## config.mk

```make
export PLATFORM = sky130hd
export DESIGN_NAME = imem_loader
export DESIGN_NICKNAME = d
export VERILOG_FILES = /design/src/rtl/imem_loader.sv
export SDC_FILE = /design/constraint.sdc
export NUM_CORES = 1
export LEC_CHECK = 0
export ABC_CLOCK_PERIOD_IN_PS = 5150
export CAP_MARGIN = 10
export CORE_ASPECT_RATIO = 1.75
export CORE_MARGIN = 2
export CORE_UTILIZATION = 53
export CTS_BUF_LIST = sky130_fd_sc_hd__clkbuf_8
export CTS_CLUSTER_SIZE = 28
export DETAILED_ROUTE_END_ITERATION = 8
export PLACE_DENSITY = 0.87
export SYNTH_ARGS = -nofsm -noshare
export SYNTH_HDL_FRONTEND = slang
export SYNTH_SLANG_ARGS = --single-unit
```

## constraint.sdc

```tcl
create_clock -name clk -period 5.15 [get_ports clk]
set_input_delay 1.03 -clock clk [delete_from_list [all_inputs] [get_ports clk]]
set_output_delay 1.03 -clock clk [all_outputs]
set_load 0.03 [all_outputs]
```

## src/rtl/imem_loader.sv

```systemverilog
// rtl/imem_loader.sv - byte-stream program loader for the instruction memory write port
//
// Receives a big-endian byte stream over a valid/ready handshake, packs four
// bytes into one 32-bit instruction word and writes it to consecutive word
// addresses starting at 0. `busy` stays high for the whole load so the core
// can be held idle until the image is in place.
//
// Optional feature macro: IMEM_LOADER_CHECKSUM_EN
//   defined     -> `checksum` accumulates the sum (mod 2^32) of written words
//   not defined -> no accumulator, `checksum` tied to 0
//
// Ports:
//   clk, rst        single clock, synchronous active-high reset
//   start, load_len load request and word count (sampled only in IDLE)
//   byte_in         stream data byte
//   byte_valid      stream byte valid
//   byte_ready      loader accepts a byte this cycle (RECV state)
//   mem_we          instruction memory write enable (registered)
//   mem_addr        word address of the write, zero-extended (registered)
//   mem_wdata       assembled instruction word (registered)
//   busy            load in progress (RECV or WRITE)
//   done            one-cycle pulse at load completion
//   error           sticky: last start had load_len > DEPTH
//   checksum        running sum of written words (0 when feature disabled)

module imem_loader #(
   parameter int DEPTH = 1025,
   parameter int LEN_W = 11
) (
   input  logic             clk,
   input  logic             rst,
   input  logic             start,
   input  logic [LEN_W-1:0] load_len,
   input  logic [7:0]       byte_in,
   input  logic             byte_valid,
   output logic             byte_ready,
   output logic             mem_we,
   output logic [31:0]      mem_addr,
   output logic [31:0]      mem_wdata,
   output logic             busy,
   output logic             done,
   output logic             error,
   output logic [31:0]      checksum
);

   typedef enum logic [1:0] {
      S_IDLE  = 2'd0,
      S_RECV  = 2'd1,
      S_WRITE = 2'd2,
      S_DONE  = 2'd3
   } state_t;

   localparam logic [LEN_W-1:0] DEPTH_L = LEN_W'(DEPTH);

   state_t           state_q, state_d;
   logic [LEN_W-1:0] addr_q, addr_d;
   logic [LEN_W-1:0] left_q, left_d;
   logic [1:0]       bcnt_q, bcnt_d;
   logic [23:0]      shift_q, shift_d;   // first three bytes of the word in flight
   logic             mem_we_q, mem_we_d;
   logic [31:0]      mem_addr_q, mem_addr_d;
   logic [31:0]      mem_wdata_q, mem_wdata_d;
   logic             error_q, error_d;

   logic             start_ok;           // start in IDLE with a legal length

   assign start_ok = (state_q == S_IDLE) && start && (load_len <= DEPTH_L);

   always_comb begin
      state_d     = state_q;
      addr_d      = addr_q;
      left_d      = left_q;
      bcnt_d      = bcnt_q;
      shift_d     = shift_q;
      mem_we_d    = 1'b0;
      mem_addr_d  = mem_addr_q;
      mem_wdata_d = mem_wdata_q;
      error_d     = error_q;

      case (state_q)
         S_IDLE: begin
            if (start) begin
               if (load_len > DEPTH_L) begin
                  error_d = 1'b1;
               end else begin
                  error_d = 1'b0;
                  if (load_len == '0) begin
                     state_d = S_DONE;
                  end else begin
                     addr_d  = '0;
                     left_d  = load_len;
                     bcnt_d  = 2'd0;
                     state_d = S_RECV;
                  end
               end
            end
         end

         S_RECV: begin
            if (byte_valid) begin
               if (bcnt_q == 2'd3) begin
                  // Fourth byte completes the word: present it to memory next cycle.
                  mem_wdata_d = {shift_q, byte_in};
                  mem_addr_d  = 32'(addr_q);
                  mem_we_d    = 1'b1;
                  bcnt_d      = 2'd0;
                  state_d     = S_WRITE;
               end else begin
                  shift_d = {shift_q[15:0], byte_in};
                  bcnt_d  = bcnt_q + 2'd1;
               end
            end
         end

         S_WRITE: begin
            addr_d = addr_q + 1'b1;
            left_d = left_q - 1'b1;
            bcnt_d = 2'd0;
            if (left_q == LEN_W'(1)) begin
               state_d = S_DONE;
            end else begin
               state_d = S_RECV;
            end
         end

         S_DONE: begin
            state_d = S_IDLE;
         end

         default: begin
            state_d = S_IDLE;
         end
      endcase
   end

   always_ff @(posedge clk) begin
      if (rst) begin
         state_q     <= S_IDLE;
         addr_q      <= '0;
         left_q      <= '0;
         bcnt_q      <= 2'd0;
         shift_q     <= '0;
         mem_we_q    <= 1'b0;
         mem_addr_q  <= '0;
         mem_wdata_q <= '0;
         error_q     <= 1'b0;
      end else begin
         state_q     <= state_d;
         addr_q      <= addr_d;
         left_q      <= left_d;
         bcnt_q      <= bcnt_d;
         shift_q     <= shift_d;
         mem_we_q    <= mem_we_d;
         mem_addr_q  <= mem_addr_d;
         mem_wdata_q <= mem_wdata_d;
         error_q     <= error_d;
      end
   end

`ifdef IMEM_LOADER_CHECKSUM_EN
   logic [31:0] checksum_q, checksum_d;

   // The word being written is already in mem_wdata_q during WRITE.
   always_comb begin
      checksum_d = checksum_q;
      if (start_ok) begin
         checksum_d = '0;
      end else if (state_q == S_WRITE) begin
         checksum_d = checksum_q + mem_wdata_q;
      end
   end

   always_ff @(posedge clk) begin
      if (rst) begin
         checksum_q <= '0;
      end else begin
         checksum_q <= checksum_d;
      end
   end

   assign checksum = checksum_q;
`else
   logic unused_start_ok;
   assign unused_start_ok = start_ok;
   assign checksum        = 32'd0;
`endif

   // State-decoded outputs come straight from the state register.
   assign byte_ready = (state_q == S_RECV);
   assign busy       = (state_q == S_RECV) || (state_q == S_WRITE);
   assign done       = (state_q == S_DONE);
   assign mem_we     = mem_we_q;
   assign mem_addr   = mem_addr_q;
   assign mem_wdata  = mem_wdata_q;
   assign error      = error_q;

endmodule

```

==> impl_metrics.ini <==
[synthesis]
yosysTopAreaCellShare_pct = 43.3
avgSynthCellArea_um2 = 7.92
async_flop_share_pct = 0
syn_inst = 555
yosys-top-cells-count = nand2_1 (157), dfxtp_1 (95), a21oi_1 (92)
synth_edf_count = 0
synthMostInstantiatedCell = nand2_1
syn_area_um2 = 4400
yosys_warnings = 0
synthTopCellsByArea = dfxtp_1 (43%), nand2_1 (13%), a21oi_1 (10%)
ys_ff_latch = 95
synth_top_area_cell = dfxtp_1
ys.flop_type = dfxtp_1
seq_area_frac_synth_pct = 43.3
synth_cell_type_count = 49

[drt]
via_per_inst = 5.41
drtIter0Drc = 215
ant_nets = 0
routed_wirelength_um = 9600
route.detailed.drc = 0
firstDrtPassIters = 4
vias = 3827
wl_per_cell_um = 13.6

[setup_path]
worstPathRequired_ns = 5.44
cp.arrival_ns = 3.37
end_kind = register
critPathKind = in2reg
critPathSlowestCell = a41oi_4
critical_path.top_delay_family = compound AO/OA/AOI/OAI gates
start_kind = input pin
path_cells = clkdlybuf4s50_1 -> nor4_4 -> nand4_2 -> a41oi_4 -> o21ai_0 -> a21oi_1
slowest_delay_ns = 0.84
worstPathMaxFanout = 37
cp_num_buf_inv = 1

[timing]
fmax_mhz = 325
slew_headroom_pct = 37.6
tightest_slew_ns = 0.932
timing.final.max_slew_violations = 0
min_period_ns = 3.08
fin_crit_sh_pct = 59.7
setup_viol = 0
rsz0062_at_grt = no
finClkSkew_ns = 0.00918
hold_violations = 0
fin_setup_tns_ns = 0

[cells_and_area]
seqCellArea_um2 = 1900
fill_cells = 701
finalNonFillerCells = 708
drive_gt1_share_pct = 5.68
multi_input_area_um2 = 2120
nets = 643
areaGrowthSynthToFinish_pct = 17.1
diodes = 0

[grt]
grt_usage_pct = 21.4
overflow = 0
grt_start_max_net_pins = 60
grt_pass1_vias = 3585
antenna_found_initial = 0
grt_pass1_wl_um = 15700

[cts]
post_cts_resized = 0
cts.sink_count = 95
cts_tree = done
post_cts_buffers = 0
ctsLongestPathBuffers = 2
clk_latency_ns = 0.36
numCtsBuffers = 9
htree_levels = 3
clk_pin_slew_ns = 0.08
hold_buffers = 0
root_buffer = clkbuf_8

[die]
dieWidth_um = 72.8
initial_utilization_pct = 53.6
core_area_um2 = 8200
die_y_um = 124
ios = 124
rows = 44
fp.dieArea_um2 = 9070

[outcome]
outcome = complete, no violations

[placed_design]
io_buffer_count = 70
place_inst = 692
gp_congestion = 0.832
hpwl_um = 7010

[power]
powerDensity_nw_per_um2 = 325
ir_worst_vdd_mv = 0.234
leakage_nw = 1.82
power_w = 0.00167

[job]
maxCapViolations = 0

[hold_path]
hp-class = reg2reg
-- cells in the final DEF (no fill, tap or decap), drive strengths merged, types with 2 or more instances in the layout --
master / netlist / layout
a211oi: 2 / 2
a21boi: 2 / 2
a21oi: 92 / 92
a31oi: 3 / 3
a41oi: 2 / 2
and3: 5 / 5
buf: 56 / 6
bufinv: 0 / 2
clkbuf: 26 / 11
clkdlybuf4s50: 0 / 69
clkinvlp: 0 / 2
conb: 1 / 53
dfxtp: 95 / 95
ha: 9 / 9
inv: 11 / 11
mux2: 2 / 2
mux2i: 3 / 3
nand2: 157 / 157
nand2b: 3 / 3
nand3: 9 / 9
nor2: 13 / 13
nor2b: 6 / 6
nor3: 3 / 3
nor4: 4 / 4
o21ai: 15 / 15
o31a: 2 / 2
o31ai: 5 / 5
o32ai: 4 / 4
or2: 2 / 2
or3: 5 / 5
or4: 5 / 5
-- tightest hold or removal path, delay by kind of cell, from the launching register on --
kind | cells | cell delay (ns)
compound gates | 1 | 0.05
flops | 1 | 0.31
simple gates | 1 | 0.05
-- worst paths after layout --
check / slack [ns] / end / from / cells after the start
setup / recovery: 2.07 / left_q[3]$_SDFFE_PP0P_ / load_len[1] / 6
setup reg to reg: 2.74 / left_q[3]$_SDFFE_PP0P_ / state_q[0]$_SDFFE_PP0P_ / 7
hold / removal: 0.46 / mem_wdata[21]$_SDFFE_PP0P_ / mem_wdata[21]$_SDFFE_PP0P_ / 2
hold reg to reg: 0.46 / mem_wdata[21]$_SDFFE_PP0P_ / mem_wdata[21]$_SDFFE_PP0P_ / 2
-- flip-flops by register name, indices dropped and copies added, names as in the netlist --
| register | flops |
|---|---|
| mem_wdata | 32 |
| mem_addr | 11 |
| left_q | 11 |
| bcnt_q | 2 |
| shift_q | 24 |
| addr_q | 11 |
| mem_we | 1 |
| state_q | 2 |
| error | 1 |
-- per-stage QoR --
step                      util (%)  setup WS [ns]  hold WS (ns)  cell area (µm²)
after floorplan                  -           2.70         0.432             4590
after global placement        59.9           1.80         0.442             4920
after detailed placement      59.9           1.69         0.447             4920
after CTS                     62.8           2.08         0.459             5150
after global routing          62.8           1.81         0.476             5150
final                         62.8           2.07         0.455             5150
-- metal layers --
layer | GRT usage (%) | wire (µm) | vias to the layer above
met5 | 0 | 0 | -
met2 | 39.1 | 5430 | 129
met1 | 22.4 | 3440 | 1793
li1 | - | - | 1876
met3 | 3.80 | 396 | 29
met4 | 11.0 | 335 | 0
-- final cells by class --
class	count	share of cell area [%]
clock inverters	5	1.56
inverters	11	0.802
flip-flops and latches	95	36.9
clock buffers	11	2.94
repair buffers	75	14.2
well taps	92	2.24
multi-input cells	419	41.3
-- cell families after synthesis --
| family | Yosys count | share of synthesized area, % |
|---|---|---|
| other | 1 | 0.0853 |
| buffers and inverters | 93 | 12.8 |
| and+or+nand+nor | 218 | 22.1 |
| AOI/OAI and AO/OA | 134 | 17.9 |
| adders and majority gates | 9 | 2.56 |
| muxes | 5 | 1.20 |
| DFF | 95 | 43.3 |
-- where the power goes --
group	internal (W)	switching [W]	leakage [nW]	total, W
Sequential	0.000758	0.0000238	0.767	0.000782
Combinational	0.000108	0.000234	0.945	0.000341
Clock	0.000299	0.000252	0.112	0.000551
(Power assumes the default switching activity.)
